===== config.mk =====
export PLATFORM = sky130hd
export DESIGN_NAME = dpram_label_fetch_flat
export DESIGN_NICKNAME = d
export VERILOG_FILES = /design/src/rtl/dpram_label_fetch_pkg.sv /design/src/rtl/dpram_label_fetch_if.sv /design/src/rtl/dpram_label_fetch_stats_cnt.sv /design/src/rtl/dpram_label_fetch.sv /design/src/flat_wrapper.sv
export SDC_FILE = /design/constraint.sdc
export NUM_CORES = 1
export LEC_CHECK = 0
export BUFFER_PORTS_ARGS = -buffer_cell sky130_fd_sc_hd__buf_4
export CAP_MARGIN = 20
export CORE_AREA = 2 2 245 247
export CTS_BUF_LIST = sky130_fd_sc_hd__clkbuf_8 sky130_fd_sc_hd__clkbuf_16
export DETAILED_ROUTE_END_ITERATION = 8
export DIE_AREA = 0 0 247 249
export PLACE_DENSITY = 0.45
export SYNTH_ARGS = -nofsm -noshare
export SYNTH_HDL_FRONTEND = slang
export SYNTH_HIERARCHICAL = 1
export SYNTH_SLANG_ARGS = --single-unit
export TNS_END_PERCENT = 1

===== constraint.sdc =====
create_clock -name clk -period 2 [get_ports clk]
set_clock_uncertainty 0.2 [all_clocks]
set_input_delay 0.4 -clock clk [delete_from_list [all_inputs] [get_ports clk]]
set_output_delay 0.4 -clock clk [all_outputs]
set_load 0.02 [all_outputs]

===== src/rtl/dpram_label_fetch_pkg.sv =====
// Shared definitions for the garbled-label fetch client.
//  - fetch_state_t : transaction states IDLE -> WAIT -> HOLD -> IDLE
//  - STAT_W        : width of the optional statistics counters
//  - *_DEF         : default address / label / tag widths (module parameters
//                    S, K and G take these as defaults)
//  - sat_inc       : saturating increment used by the stall counter
package dpram_fetch_pkg;

  typedef enum logic [1:0] {
    IDLE = 2'd0,
    WAIT = 2'd1,
    HOLD = 2'd2
  } fetch_state_t;

  localparam int STAT_W      = 32;
  localparam int ADDR_W_DEF  = 20;
  localparam int LABEL_W_DEF = 128;
  localparam int TAG_W_DEF   = 16;

  function automatic logic [STAT_W-1:0] sat_inc(input logic [STAT_W-1:0] v);
    return (v == '1) ? v : v + STAT_W'(1);
  endfunction

endpackage


===== src/rtl/dpram_label_fetch_if.sv =====
// Bus bundle between scheduler, label RAM, fetcher and evaluator.
//  Request side : req_valid/req_ready handshake, req_addr_a/b, req_single, req_tag
//  RAM side     : rd_addr_0/1 out of the fetcher, rd_data_ready_0/1 and
//                 rd_data_0/1 back from the RAM (combinational)
//  Output side  : out_valid/out_ready handshake, out_label_a/b, out_tag
// Modports: slave = the fetcher, master = everything around it.
interface dpram_label_fetch_if #(
  parameter int S = dpram_fetch_pkg::ADDR_W_DEF,
  parameter int K = dpram_fetch_pkg::LABEL_W_DEF,
  parameter int G = dpram_fetch_pkg::TAG_W_DEF
);
  logic         req_valid;
  logic         req_ready;
  logic [S-1:0] req_addr_a;
  logic [S-1:0] req_addr_b;
  logic         req_single;
  logic [G-1:0] req_tag;

  logic [S-1:0] rd_addr_0;
  logic [S-1:0] rd_addr_1;
  logic         rd_data_ready_0;
  logic         rd_data_ready_1;
  logic [K-1:0] rd_data_0;
  logic [K-1:0] rd_data_1;

  logic         out_valid;
  logic         out_ready;
  logic [K-1:0] out_label_a;
  logic [K-1:0] out_label_b;
  logic [G-1:0] out_tag;

  modport slave (
    input  req_valid, req_addr_a, req_addr_b, req_single, req_tag,
    output req_ready,
    output rd_addr_0, rd_addr_1,
    input  rd_data_ready_0, rd_data_ready_1, rd_data_0, rd_data_1,
    output out_valid, out_label_a, out_label_b, out_tag,
    input  out_ready
  );

  modport master (
    output req_valid, req_addr_a, req_addr_b, req_single, req_tag,
    input  req_ready,
    input  rd_addr_0, rd_addr_1,
    output rd_data_ready_0, rd_data_ready_1, rd_data_0, rd_data_1,
    input  out_valid, out_label_a, out_label_b, out_tag,
    output out_ready
  );

endinterface


===== src/rtl/dpram_label_fetch_stats_cnt.sv =====
// Statistics counters for the label fetcher.
//  clk, rst_n (async, active-low), clr (sync) : clocking / clearing
//  stall_inc  : one cycle spent waiting for label flags
//  fetch_inc  : one completed output handshake
//  stat_stall : saturating count of stall cycles
//  stat_fetch : wrapping count of completed fetches
module fetch_stats_cnt import dpram_fetch_pkg::*; (
  input  logic              clk,
  input  logic              rst_n,
  input  logic              clr,
  input  logic              stall_inc,
  input  logic              fetch_inc,
  output logic [STAT_W-1:0] stat_stall,
  output logic [STAT_W-1:0] stat_fetch
);

  logic [STAT_W-1:0] stall_reg;
  logic [STAT_W-1:0] fetch_reg;

  always_ff @(posedge clk or negedge rst_n) begin
    if (!rst_n) begin
      stall_reg <= '0;
      fetch_reg <= '0;
    end else if (clr) begin
      stall_reg <= '0;
      fetch_reg <= '0;
    end else begin
      if (stall_inc) stall_reg <= sat_inc(stall_reg);
      if (fetch_inc) fetch_reg <= fetch_reg + STAT_W'(1);
    end
  end

  assign stat_stall = stall_reg;
  assign stat_fetch = fetch_reg;

endmodule


===== src/rtl/dpram_label_fetch.sv =====
// Read-side client of the garbled-label dual-port RAM.
// Accepts a gate request (two wire addresses + tag), points both RAM read
// ports at the registered addresses, waits for each label's written flag,
// captures the labels and hands the pair to the evaluator.
// Ports:
//  clk, rst_n (async, active-low), clr (sync abort, same effect as reset)
//  bus        : dpram_label_fetch_if.slave (request, RAM read, output handshakes)
//  stat_stall : cycles spent in WAIT without both labels (saturating)
//  stat_fetch : completed output handshakes (wrapping)
//               -- both stat ports exist only when FETCH_STATS_EN is defined.
module dpram_label_fetch import dpram_fetch_pkg::*; #(
  parameter int S = ADDR_W_DEF,
  parameter int K = LABEL_W_DEF,
  parameter int G = TAG_W_DEF
) (
  input  logic              clk,
  input  logic              rst_n,
  input  logic              clr,
  dpram_label_fetch_if.slave bus
`ifdef FETCH_STATS_EN
  ,
  output logic [STAT_W-1:0] stat_stall,
  output logic [STAT_W-1:0] stat_fetch
`endif
);

  fetch_state_t state_reg, state_next;
  logic [S-1:0] addr_a_reg, addr_a_next;
  logic [S-1:0] addr_b_reg, addr_b_next;
  logic [G-1:0] tag_reg, tag_next;
  logic [1:0]   got_reg, got_next;
  logic [K-1:0] label_reg  [2];
  logic [K-1:0] label_next [2];

  // Per-port view of the RAM: index 0 = wire A, index 1 = wire B.
  logic [1:0]   flag_in;
  logic [K-1:0] data_in [2];
  logic [1:0]   capture;

  assign flag_in    = {bus.rd_data_ready_1, bus.rd_data_ready_0};
  assign data_in[0] = bus.rd_data_0;
  assign data_in[1] = bus.rd_data_1;

  // A port captures once: the first cycle its flag is seen while not yet got.
  genvar gi;
  generate
    for (gi = 0; gi < 2; gi++) begin : g_cap
      assign capture[gi] = (state_reg == WAIT) && !got_reg[gi] && flag_in[gi];
    end
  endgenerate

  always_comb begin
    state_next    = state_reg;
    addr_a_next   = addr_a_reg;
    addr_b_next   = addr_b_reg;
    tag_next      = tag_reg;
    got_next      = got_reg;
    label_next[0] = label_reg[0];
    label_next[1] = label_reg[1];

    case (state_reg)
      IDLE: begin
        if (bus.req_valid) begin
          addr_a_next   = bus.req_addr_a;
          addr_b_next   = bus.req_addr_b;
          tag_next      = bus.req_tag;
          // A unary gate never needs port 1, so B counts as already got and
          // its label stays zero.
          got_next      = {bus.req_single, 1'b0};
          label_next[0] = '0;
          label_next[1] = '0;
          state_next    = WAIT;
        end
      end
      WAIT: begin
        for (int i = 0; i < 2; i++) begin
          if (capture[i]) begin
            got_next[i]   = 1'b1;
            label_next[i] = data_in[i];
          end
        end
        if (&got_next) state_next = HOLD;
      end
      HOLD: begin
        if (bus.out_ready) begin
          got_next   = '0;
          state_next = IDLE;
        end
      end
      default: state_next = IDLE;
    endcase

    // Abort wins over any handshake in the same cycle.
    if (clr) begin
      state_next    = IDLE;
      addr_a_next   = '0;
      addr_b_next   = '0;
      tag_next      = '0;
      got_next      = '0;
      label_next[0] = '0;
      label_next[1] = '0;
    end
  end

  always_ff @(posedge clk or negedge rst_n) begin
    if (!rst_n) begin
      state_reg  <= IDLE;
      addr_a_reg <= '0;
      addr_b_reg <= '0;
      tag_reg    <= '0;
      got_reg    <= '0;
      for (int i = 0; i < 2; i++) label_reg[i] <= '0;
    end else begin
      state_reg  <= state_next;
      addr_a_reg <= addr_a_next;
      addr_b_reg <= addr_b_next;
      tag_reg    <= tag_next;
      got_reg    <= got_next;
      for (int i = 0; i < 2; i++) label_reg[i] <= label_next[i];
    end
  end

  // RAM addresses come only from registers, never straight from req_*.
  assign bus.rd_addr_0   = addr_a_reg;
  assign bus.rd_addr_1   = addr_b_reg;
  assign bus.req_ready   = (state_reg == IDLE);
  assign bus.out_valid   = (state_reg == HOLD);
  assign bus.out_label_a = label_reg[0];
  assign bus.out_label_b = label_reg[1];
  assign bus.out_tag     = tag_reg;

`ifdef FETCH_STATS_EN
  logic stall_inc;
  logic fetch_inc;

  assign stall_inc = (state_reg == WAIT) && !(&got_reg);
  assign fetch_inc = bus.out_valid && bus.out_ready && !clr;

  fetch_stats_cnt u_stats (
    .clk        (clk),
    .rst_n      (rst_n),
    .clr        (clr),
    .stall_inc  (stall_inc),
    .fetch_inc  (fetch_inc),
    .stat_stall (stat_stall),
    .stat_fetch (stat_fetch)
  );
`endif

endmodule

===== src/flat_wrapper.sv =====
// flat-port wrapper written by rule: the top's interface ports become plain ports
module dpram_label_fetch_flat import dpram_fetch_pkg::*;
#(
  parameter int S = ADDR_W_DEF,
  parameter int K = LABEL_W_DEF,
  parameter int G = TAG_W_DEF
)
  (clk, rst_n, clr, bus_req_valid, bus_req_addr_a, bus_req_addr_b, bus_req_single, bus_req_tag, bus_req_ready, bus_rd_addr_0, bus_rd_addr_1, bus_rd_data_ready_0, bus_rd_data_ready_1, bus_rd_data_0, bus_rd_data_1, bus_out_valid, bus_out_label_a, bus_out_label_b, bus_out_tag, bus_out_ready);
  dpram_label_fetch_if #(.S(S), .K(K), .G(G)) bus_i ();
  input  logic clk;
  input  logic rst_n;
  input  logic clr;
  input wire logic [$bits(bus_i.req_valid)-1:0] bus_req_valid;
  input wire logic [$bits(bus_i.req_addr_a)-1:0] bus_req_addr_a;
  input wire logic [$bits(bus_i.req_addr_b)-1:0] bus_req_addr_b;
  input wire logic [$bits(bus_i.req_single)-1:0] bus_req_single;
  input wire logic [$bits(bus_i.req_tag)-1:0] bus_req_tag;
  output wire logic [$bits(bus_i.req_ready)-1:0] bus_req_ready;
  output wire logic [$bits(bus_i.rd_addr_0)-1:0] bus_rd_addr_0;
  output wire logic [$bits(bus_i.rd_addr_1)-1:0] bus_rd_addr_1;
  input wire logic [$bits(bus_i.rd_data_ready_0)-1:0] bus_rd_data_ready_0;
  input wire logic [$bits(bus_i.rd_data_ready_1)-1:0] bus_rd_data_ready_1;
  input wire logic [$bits(bus_i.rd_data_0)-1:0] bus_rd_data_0;
  input wire logic [$bits(bus_i.rd_data_1)-1:0] bus_rd_data_1;
  output wire logic [$bits(bus_i.out_valid)-1:0] bus_out_valid;
  output wire logic [$bits(bus_i.out_label_a)-1:0] bus_out_label_a;
  output wire logic [$bits(bus_i.out_label_b)-1:0] bus_out_label_b;
  output wire logic [$bits(bus_i.out_tag)-1:0] bus_out_tag;
  input wire logic [$bits(bus_i.out_ready)-1:0] bus_out_ready;
  assign bus_i.req_valid = bus_req_valid;
  assign bus_i.req_addr_a = bus_req_addr_a;
  assign bus_i.req_addr_b = bus_req_addr_b;
  assign bus_i.req_single = bus_req_single;
  assign bus_i.req_tag = bus_req_tag;
  assign bus_req_ready = bus_i.req_ready;
  assign bus_rd_addr_0 = bus_i.rd_addr_0;
  assign bus_rd_addr_1 = bus_i.rd_addr_1;
  assign bus_i.rd_data_ready_0 = bus_rd_data_ready_0;
  assign bus_i.rd_data_ready_1 = bus_rd_data_ready_1;
  assign bus_i.rd_data_0 = bus_rd_data_0;
  assign bus_i.rd_data_1 = bus_rd_data_1;
  assign bus_out_valid = bus_i.out_valid;
  assign bus_out_label_a = bus_i.out_label_a;
  assign bus_out_label_b = bus_i.out_label_b;
  assign bus_out_tag = bus_i.out_tag;
  assign bus_i.out_ready = bus_out_ready;
  dpram_label_fetch #(.S(S), .K(K), .G(G)) u_core (.clk(clk), .rst_n(rst_n), .clr(clr), .bus(bus_i));
endmodule

* Word-level counts from Yosys, hierarchy flattened
Index checks and enable logic that the tools add are counted.
** Storage, ports and cells
- Flip-flop bits (word level) :: 316
- Latch bits :: 0
- Bits in writable memories :: 0
- Memory bits (read-only) :: 0
- Bits of input ports :: 320
- Output and inout port bits :: 314
- Word-level logic and storage cells :: 57
- Memories :: 0
** Operators by class
- $add $sub $neg :: 0
- Multiply operators :: 0
- Div/mod/pow operators :: 0
- Order comparisons :: 0
- Equality and inequality tests :: 7
- Shifts and indexed selects :: 0
- Muxes and demuxes :: 26
- Bitwise operators :: 0
- Reductions and logical operators :: 17
** Operators with widths (number)
- 256-bit 2-to-1 mux :: 2
- 256-bit one-hot mux with 2 select lines :: 1
- 128-bit 2-to-1 mux :: 2
- 20-bit 2-to-1 mux :: 6
- 16-bit 2-to-1 mux :: 3
- 2-bit 2-to-1 mux :: 6
- 2-bit one-hot mux with 3 select lines :: 2
- 3-bit AND reduction :: 4
- 3-bit by 2-bit inequality test with 1-bit output (second input constant) :: 3
- 3-bit inequality test (second input constant) :: 2
- 1-bit logical AND :: 4
- 1-bit 2-to-1 mux :: 4
- 2-bit AND reduction :: 2
- 2-bit nonzero test :: 2
- 4-bit nonzero test :: 1
- 3-bit nonzero test :: 1
- 2-bit by 1-bit equality test with 1-bit output (second input constant) :: 1
- 2-bit equality test (second input constant) :: 1
- 1-bit logical NOT :: 2
- 2-bit logical NOT :: 1

* Longest topological paths before layout
Gate-level depths: netlist of run 1.
- Depth in word-level cells :: 9
- Depth in mapped cells :: 9
- Depth with buffers taken out :: 6

* Worst setup path after synthesis of run 1
No wires, ideal clock.
- Path type :: flip-flop to flip-flop
- Start :: register u_core.state_reg[0]
- End :: register u_core.label_reg (netlist bit u_core/bus.out_label_a[107])
- Setup time :: 79 ps
- Arrival time :: 1760 ps
- Data required time :: 1721 ps
- Path slack :: -39 ps
- Stages on the path, launching flop included :: 9
- Clock period less this slack :: 2039 ps
- Path through :: dfrtp_1 -> inv_1 -> ha_1 -> nand2b_2 -> o21a_2 -> a21oi_4 -> buf_6 -> buf_8 -> mux2i_1
** On the way
- Elaborated cells on any way between the ends :: 10
** RTL lines
- start, declared :: RTL line dpram_label_fetch.sv:27 : fetch_state_t state_reg, state_next;
- start signal, assigned :: RTL line dpram_label_fetch.sv:114 : state_reg <= state_next;
- 2-bit logical NOT *
- named net bus_req_ready :: RTL line flat_wrapper.sv:18 : output wire logic [$bits(bus_i.req_ready)-1:0] bus_req_ready;
- 3-bit inequality test (no source line), or another cell as far along
- 3-bit AND reduction (no source line) / 256-bit 2-to-1 mux (equally long branches)
- end, declared :: RTL line dpram_label_fetch.sv:32 : logic [K-1:0] label_reg [2];
Mark *: on every way through the listed nets, which the timed path passes. The rest lies on a longest branch.
A chain may end at the register's enable or synchronous reset.

* Worst setup path in the final report of run 1
- Start :: register u_core.state_reg[0]
- End :: output port bus_req_ready
** On the way
- Word-level cells in the longest chain between the ends :: 1
** Ends and longest elaborated chain
- 2-bit logical NOT :: RTL line dpram_label_fetch.sv:126 : assign bus.req_ready = (state_reg == IDLE);
- end, declared :: RTL line flat_wrapper.sv:18
Every way passes these cells.

==> results of run 1 <==
[kinds of logic (layout without fill, tap and decap cells)]
logic type,count (synthesis),in the layout,share of synthesized area
buffers and inverters,331,1359,0.123
DFF,316,316,0.570
and+or+nand+nor,270,270,0.0748
muxes,256,256,0.185
AOI/OAI and AO/OA,73,73,0.0449
adders and majority gates,3,3,0.00270
other,0,4,0
[layer usage]
layer / routed length [µm] / vias to the layer above
met3: 3370 / 97
met1: 20300 / 5875
met2: 26000 / 415
met4: 1860 / 2
li1: - / 5911
met5: 7 / -
[through the flow]
stage / setup slack [ps] / instances
after floorplan: 59.7 / 1249
after global placement: 23.4 / 2654
after detailed placement: -39.2 / 2654
after CTS: -55.3 / 3037
after global routing: -93.1 / 3053
final: -31.6 / 3054
[Yosys cell counts, types with 2 or more instances]
library cell  number
nor2_1             2
nand2b_1           3
ha_1               3
buf_12            22
nor3_1             2
buf_6              2
buf_2             39
o21ai_1            2
a21oi_4            2
buf_8              4
clkbuf_1           4
mux2i_1          256
nand2_1          259
a21oi_1            5
nor2b_1            2
a22o_1            56
dfrtp_1          316
inv_1            260
[layout make-up]
type                       instances  area share
timing repair buffer            1033       0.369
clock inverter                    13     0.00483
sequential                       316       0.322
clock buffer                      53      0.0484
inverter                         260      0.0397
antenna                            4    0.000407
multi-input combinational        602       0.177
tap                              773      0.0393
[worst max-delay path by stage]
stage	slack (ps)	start	end	cells past startpoint
CTS	-60	u_core/state_reg[0]$_DFFE_PN0P_	bus_out_valid	4
finish	-30	u_core/state_reg[0]$_DFFE_PN0P_	bus_req_ready	4
global route	-90	u_core/state_reg[0]$_DFFE_PN0P_	u_core/bus.out_label_b[14]$_DFFE_PN0P_	9
global placement	20	u_core/state_reg[0]$_DFFE_PN0P_	u_core/bus.out_label_b[34]$_DFFE_PN0P_	8
detailed placement	-40	u_core/state_reg[1]$_DFFE_PN0P_	u_core/bus.out_label_b[14]$_DFFE_PN0P_	8
floorplan	60	u_core/state_reg[0]$_DFFE_PN0P_	u_core/bus.out_label_a[107]$_DFFE_PN0P_	8
[power groups by stage]
stage	logic (mW)	registers, mW	clock network, mW
CTS	10.0	8.47	7.50
detailed placement	9.42	8.55	0
finish	10.5	8.45	7.22
global placement	9.34	8.54	0
floorplan	4.03	10.0	0
global route	11.2	8.61	7.79
[layout by cell type, fill, tap and decap left out, types with 3 or more instances in the layout]
cell type / instances
a21oi_1: 4
buf_12: 20
a21oi_4: 3
inv_1: 264
clkbuf_8: 12
dlygate4sd3_1: 316
diode_2: 4
nand2b_1: 3
buf_4: 674
mux2i_2: 4
nand2_1: 259
a22o_1: 56
clkbuf_16: 47
buf_16: 6
mux2i_1: 251
dfrtp_1: 316
buf_6: 9
[worst register-to-register path, cell delays in order (launching register included)]
cell	delay, ps
dfrtp_1	400
inv_2	100
ha_4	170
nand2b_4	70
o21a_4	140
a21oi_4	190
buf_12	140
buf_12	150
clkbuf_16	180
mux2i_1	190
[what timing repair did]
item	4_1_cts	5_1_grt
endpoints found under the setup margin	91	180
gates cloned	0	7
endpoints found under the hold margin	490	0
buffers inserted	1	6
gates resized for setup	12	23
pin swaps	2	2
hold buffers	316	0
==> results.cfg, run 1 <==
[status]
status = finished, violations left
violations = negative setup slack

[power_and_ir_drop]
pwr-share-clk = 0.276
seqPwrFrac = 0.323
ir_drop_mv = 0.625
p_comb_frac = 0.401
p_leak_nw = 12.0
p_total_mw = 26.2
p_switching_mw = 9.08
p_per_area_nw_per_um2 = 1060
p_int_mw = 17.1
sw_frac_of_total = 0.347

[finish]
multiInputGateArea_um2 = 4350
final_util = 0.419
layout.nets = 2576
drive_gt1_frac = 0.349
seqCellArea_um2 = 7910
fin_area_um2 = 24600
areaGrowthSynthToFinish_pct = 77.2
fillers = 5646

[critical_path]
crit_required_ps = 1400
path_cells = inv_2 -> ha_4 -> buf_6 -> buf_6
path_max_fanout = 3
cpMaxStageDelayCell = dfrtp_1
worst-path-buf-inv = 3
path_class = reg2out
cp_slowest_stage_delay_ps = 400
worstPathArrival_ps = 1430
endpoint_kind = output port
start_kind = flop
regToRegEndpoint = u_core/bus.out_label_b[33]$_DFFE_PN0P_
rrSetupSlack_ps = -20
r2r_start = u_core/state_reg[0]$_DFFE_PN0P_
crit_family = flip-flops
rr_worst_depth = 9
cpMostUsedCell = buf_6

[clocking]
clk_path_buf_depth = 3
cts_root_buf = clkbuf_16
numCtsBuffers = 40
cts_htree_levels = 2
insertion_delay_ps = 550
clock-sinks = 316
cts_tree = done
path_clk_slew_ps = 60

[logic_synthesis]
synth_edf_count = 0
synth-async-reset-ratio = 1.00
synth_top_area_frac = 0.570
yosys.area.top_type = dfrtp_1
postSynthAreaPerCell_um2 = 11.1
ys_seq_area_frac = 0.570
synth_nets = 1572
synth-main-ff-cell = dfrtp_1
ys_top_cells_by_area = dfrtp_1, mux2i_1, inv_1, nand2_1, a22o_1
syn_inst = 1249
ys_types = 28
ys_warn_count = 6
ys_seq_elements = 316
syn-cell-area_um2 = 13900

[floorplanning]
die_h_um = 249
fp.dieW_um = 247
coreArea_um2 = 58700
io_pins = 634
rows = 89
die-area_um2 = 61500
start_util = 0.236

[global_route]
grtUsageMet2 = 0.285
track_usage = 0.160
globalRouteMet1Util = 0.182
busiest_layer = met2
grt.overflow.total = 0
grt_pass1_vias = 13400
grt_antenna_before_repair = 4
grt_pass1_wl_um = 76800
grt_start_max_net_pins = 77
grt_use_met3 = 0.0376

[place]
gp_congestion = 0.821
hpwlAfterDp_um = 36800
dpl-instance-area_um2 = 19700
io_buffers = 633

[sta]
max_slew_margin = 0.690
rsz0062_at_grt = true
post-route-period-util = 1.02
worst_slew_pin_slew_ps = 465
clock.fmax_ghz = 0.492
fin_crit_ps = 2030
timing.hold.ws_ps = 83.7
finalMaxSlewViolations = 0
setup_ws_ps = -31.6
setup_violations = 12
hold_viol_final = 0
fin_tns_setup_ps = -102

[route]
viasPerCell = 4.03
dr.pass1.iters = 6
drt_iter0_drc = 486
vias = 12300
ant_nets = 0
routed_wl_um = 51500
wl_per_cell_um = 16.9
drc = 0

[min_path]
hold_path_class = in2reg
min-delay-start = bus_rd_data_ready_1
holdPathEnd = u_core/got_reg[1]$_DFFE_PN0P_
min_path_cells = 3

[run]
max_cap_viol_count = 0
Power figures use the tool's default switching activity.
==> run 2: changes to the inputs <==
CORE_AREA = 2 2 248 250   (was 2 2 245 247)
DIE_AREA = 0 0 250 252   (was 0 0 247 249)
PLACE_DENSITY = 0.42   (was 0.45)
SETUP_SLACK_MARGIN = 0.02   (was not set)
clock period = 1.9 ns   (was 2 ns; I/O delays follow)
==> run 2 against run 1 <==
- the flow still finishes with violations (negative setup slack)
- count of clock-buffer cells in the layout shrank 3
- sequential cell count is the same
- critical endpoint is now u_core/bus.out_label_a[6]$_DFFE_PN0P_
- cell count is the same
- largest cell class unchanged
- utilization shrank 1.2 points
- first-iteration DRC count shrank 0.41%
- wire length grew 1.4%
- non-clock buffer count shrank 5
- global-route usage shrank 0.10 points
- hold slack lost 29 ps
- design area shrank 0.42%
- die area grew 2.4%
==> results.cfg, run 2 (synthesized netlist as in run 1, its figures left out) <==
[power_and_ir_drop]
p_comb_frac = 0.405
sw_frac_of_total = 0.353
p_int_mw = 17.6
p_per_area_nw_per_um2 = 1110
seqPwrFrac = 0.328
pwr-share-clk = 0.266
p_leak_nw = 12.0
p_switching_mw = 9.58
ir_drop_mv = 0.544

[critical_path]
endpoint_kind = flop
start_kind = flop
crit_family = buffers and inverters
critPathLaunch = u_core/state_reg[1]$_DFFE_PN0P_
cp_slowest_stage_delay_ps = 360
path_class = reg2reg
r2r_start = u_core/state_reg[1]$_DFFE_PN0P_
crit_required_ps = 2160
worstPathArrival_ps = 2320
worst-path-buf-inv = 6
path_cells = inv_2 -> buf_6 -> ha_4 -> o21a_4 -> a21oi_4 -> buf_12 -> buf_12 -> clkbuf_16 -> buf_6 -> mux2i_1
path_max_fanout = 5
cpMaxStageDelayCell = dfrtp_1

[status]
status = finished, violations left
violations = negative setup slack

[global_route]
grt_pass1_vias = 13500
grt_start_max_net_pins = 70
grt_antenna_before_repair = 0
grt_pass1_wl_um = 78100
track_usage = 0.159
grt.overflow.total = 0

[route]
wl_per_cell_um = 17.1
ant_nets = 0
routed_wl_um = 52200
drc = 0
dr.pass1.iters = 4
vias = 12200
drt_iter0_drc = 484
viasPerCell = 4.01

[sta]
clock.fmax_ghz = 0.485
fin_crit_ps = 2060
setup_ws_ps = -162
hold_viol_final = 0
post-route-period-util = 1.09
max_slew_margin = 0.712
setup_violations = 240
rsz0062_at_grt = true
worst_slew_pin_slew_ps = 432
timing.hold.ws_ps = 54.5
finalMaxSlewViolations = 0

[floorplanning]
start_util = 0.231
io_pins = 634
die-area_um2 = 63000
fp.dieW_um = 250
die_h_um = 252
coreArea_um2 = 60100
rows = 90

[finish]
instances_no_fill = 3054
fillers = 5935
final_util = 0.407
fin_area_um2 = 24500
drive_gt1_frac = 0.346
diodes = 0
areaGrowthSynthToFinish_pct = 76.5
layout.nets = 2571
final_cell_mix = buf_4, dlygate4sd3_1, dfrtp_1
layout_commonest_cell = buf_4

[place]
hpwlAfterDp_um = 37700
dp_slack_ps = -87.8
dpl-instance-area_um2 = 19800
gp_congestion = 0.799
io_buffers = 633
placedCellCount = 2659

[clocking]
numCtsBuffers = 40
cts_htree_levels = 2
cts_tree = done
clk_path_buf_depth = 3
path_clk_slew_ps = 60
clock-sinks = 316
cts_root_buf = clkbuf_16
insertion_delay_ps = 540

[min_path]
hold_path_class = in2reg
min-delay-start = bus_rd_data_ready_1

[run]
max_cap_viol_count = 0
[run 2: cell types whose count changed in the layout (fill, tap and decap cells not counted), sizes merged]
cell,previous run,this run
clkbuf,59,54
diode,4,0
buf,711,708
clkinv,3,6
bufinv,2,0
clkinvlp,0,2
[run 2: tightest hold or removal path, cell delays in order]
cell and delay (ps):
buf_4 130, o211ai_1 150, a311oi_1 90
[run 2: cell type report]
class,instances,area (µm²),share of cell area
Multi-Input combinational cell,602,4350,0.178
Clock buffer,50,1150,0.0469
Tap cell,782,978,0.0399
Sequential cell,316,7910,0.323
Inverter,260,976,0.0398
Timing Repair Buffer,1028,9050,0.369
Clock inverter,16,80.1,0.00327
[run 2: power by group through the flow]
stage | Sequential (mW) | Combinational, mW | Clock, mW
floorplan | 10.6 | 4.31 | 0
global route | 9.08 | 11.8 | 7.77
detailed placement | 9.02 | 10.1 | 0
CTS | 8.93 | 10.8 | 7.49
finish | 8.91 | 11.0 | 7.23
global placement | 9.02 | 10.1 | 0
[run 2: per-layer routing]
layer	global-route usage	vias to the layer above	routed length, µm
met5	0	-	0
met4	0.0595	0	1750
met3	0.0379	89	3020
met2	0.280	389	26600
met1	0.186	5878	20900
li1	-	5892	-
[run 2: metrics by stage]
stage	total power, mW	setup TNS, ps
final	27.1	-21210
after global routing	28.6	-41670
after CTS	27.2	-26210
after detailed placement	19.2	-7720
after global placement	19.1	-4550
after floorplan	14.9	0
[run 2: worst paths after layout]
check / slack [ps] / end / depth (start not counted)
max: -160 / u_core/bus.out_label_a[6]$_DFFE_PN0P_ / 10
min: 50 / u_core/got_reg[1]$_DFFE_PN0P_ / 3
max reg2reg: -160 / u_core/bus.out_label_a[6]$_DFFE_PN0P_ / 10
min reg2reg: 300 / u_core/bus.out_tag[14]$_DFFE_PN0P_ / 1
max in group asynchronous: 660 / u_core/bus.out_label_b[80]$_DFFE_PN0P_ / 3
min in group asynchronous: 110 / u_core/bus.out_label_b[42]$_DFFE_PN0P_ / 2
[run 2: repair_timing]
| item | CTS | global route |
|---|---|---|
| endpoints found under the setup margin | 237 | 256 |
| setup buffers | 2 | 6 |
| pin swaps | 2 | 5 |
| endpoints found under the hold margin | 630 | 0 |
| hold buffers | 316 | 0 |
| resized for setup | 14 | 9 |
| gates cloned | 0 | 5 |
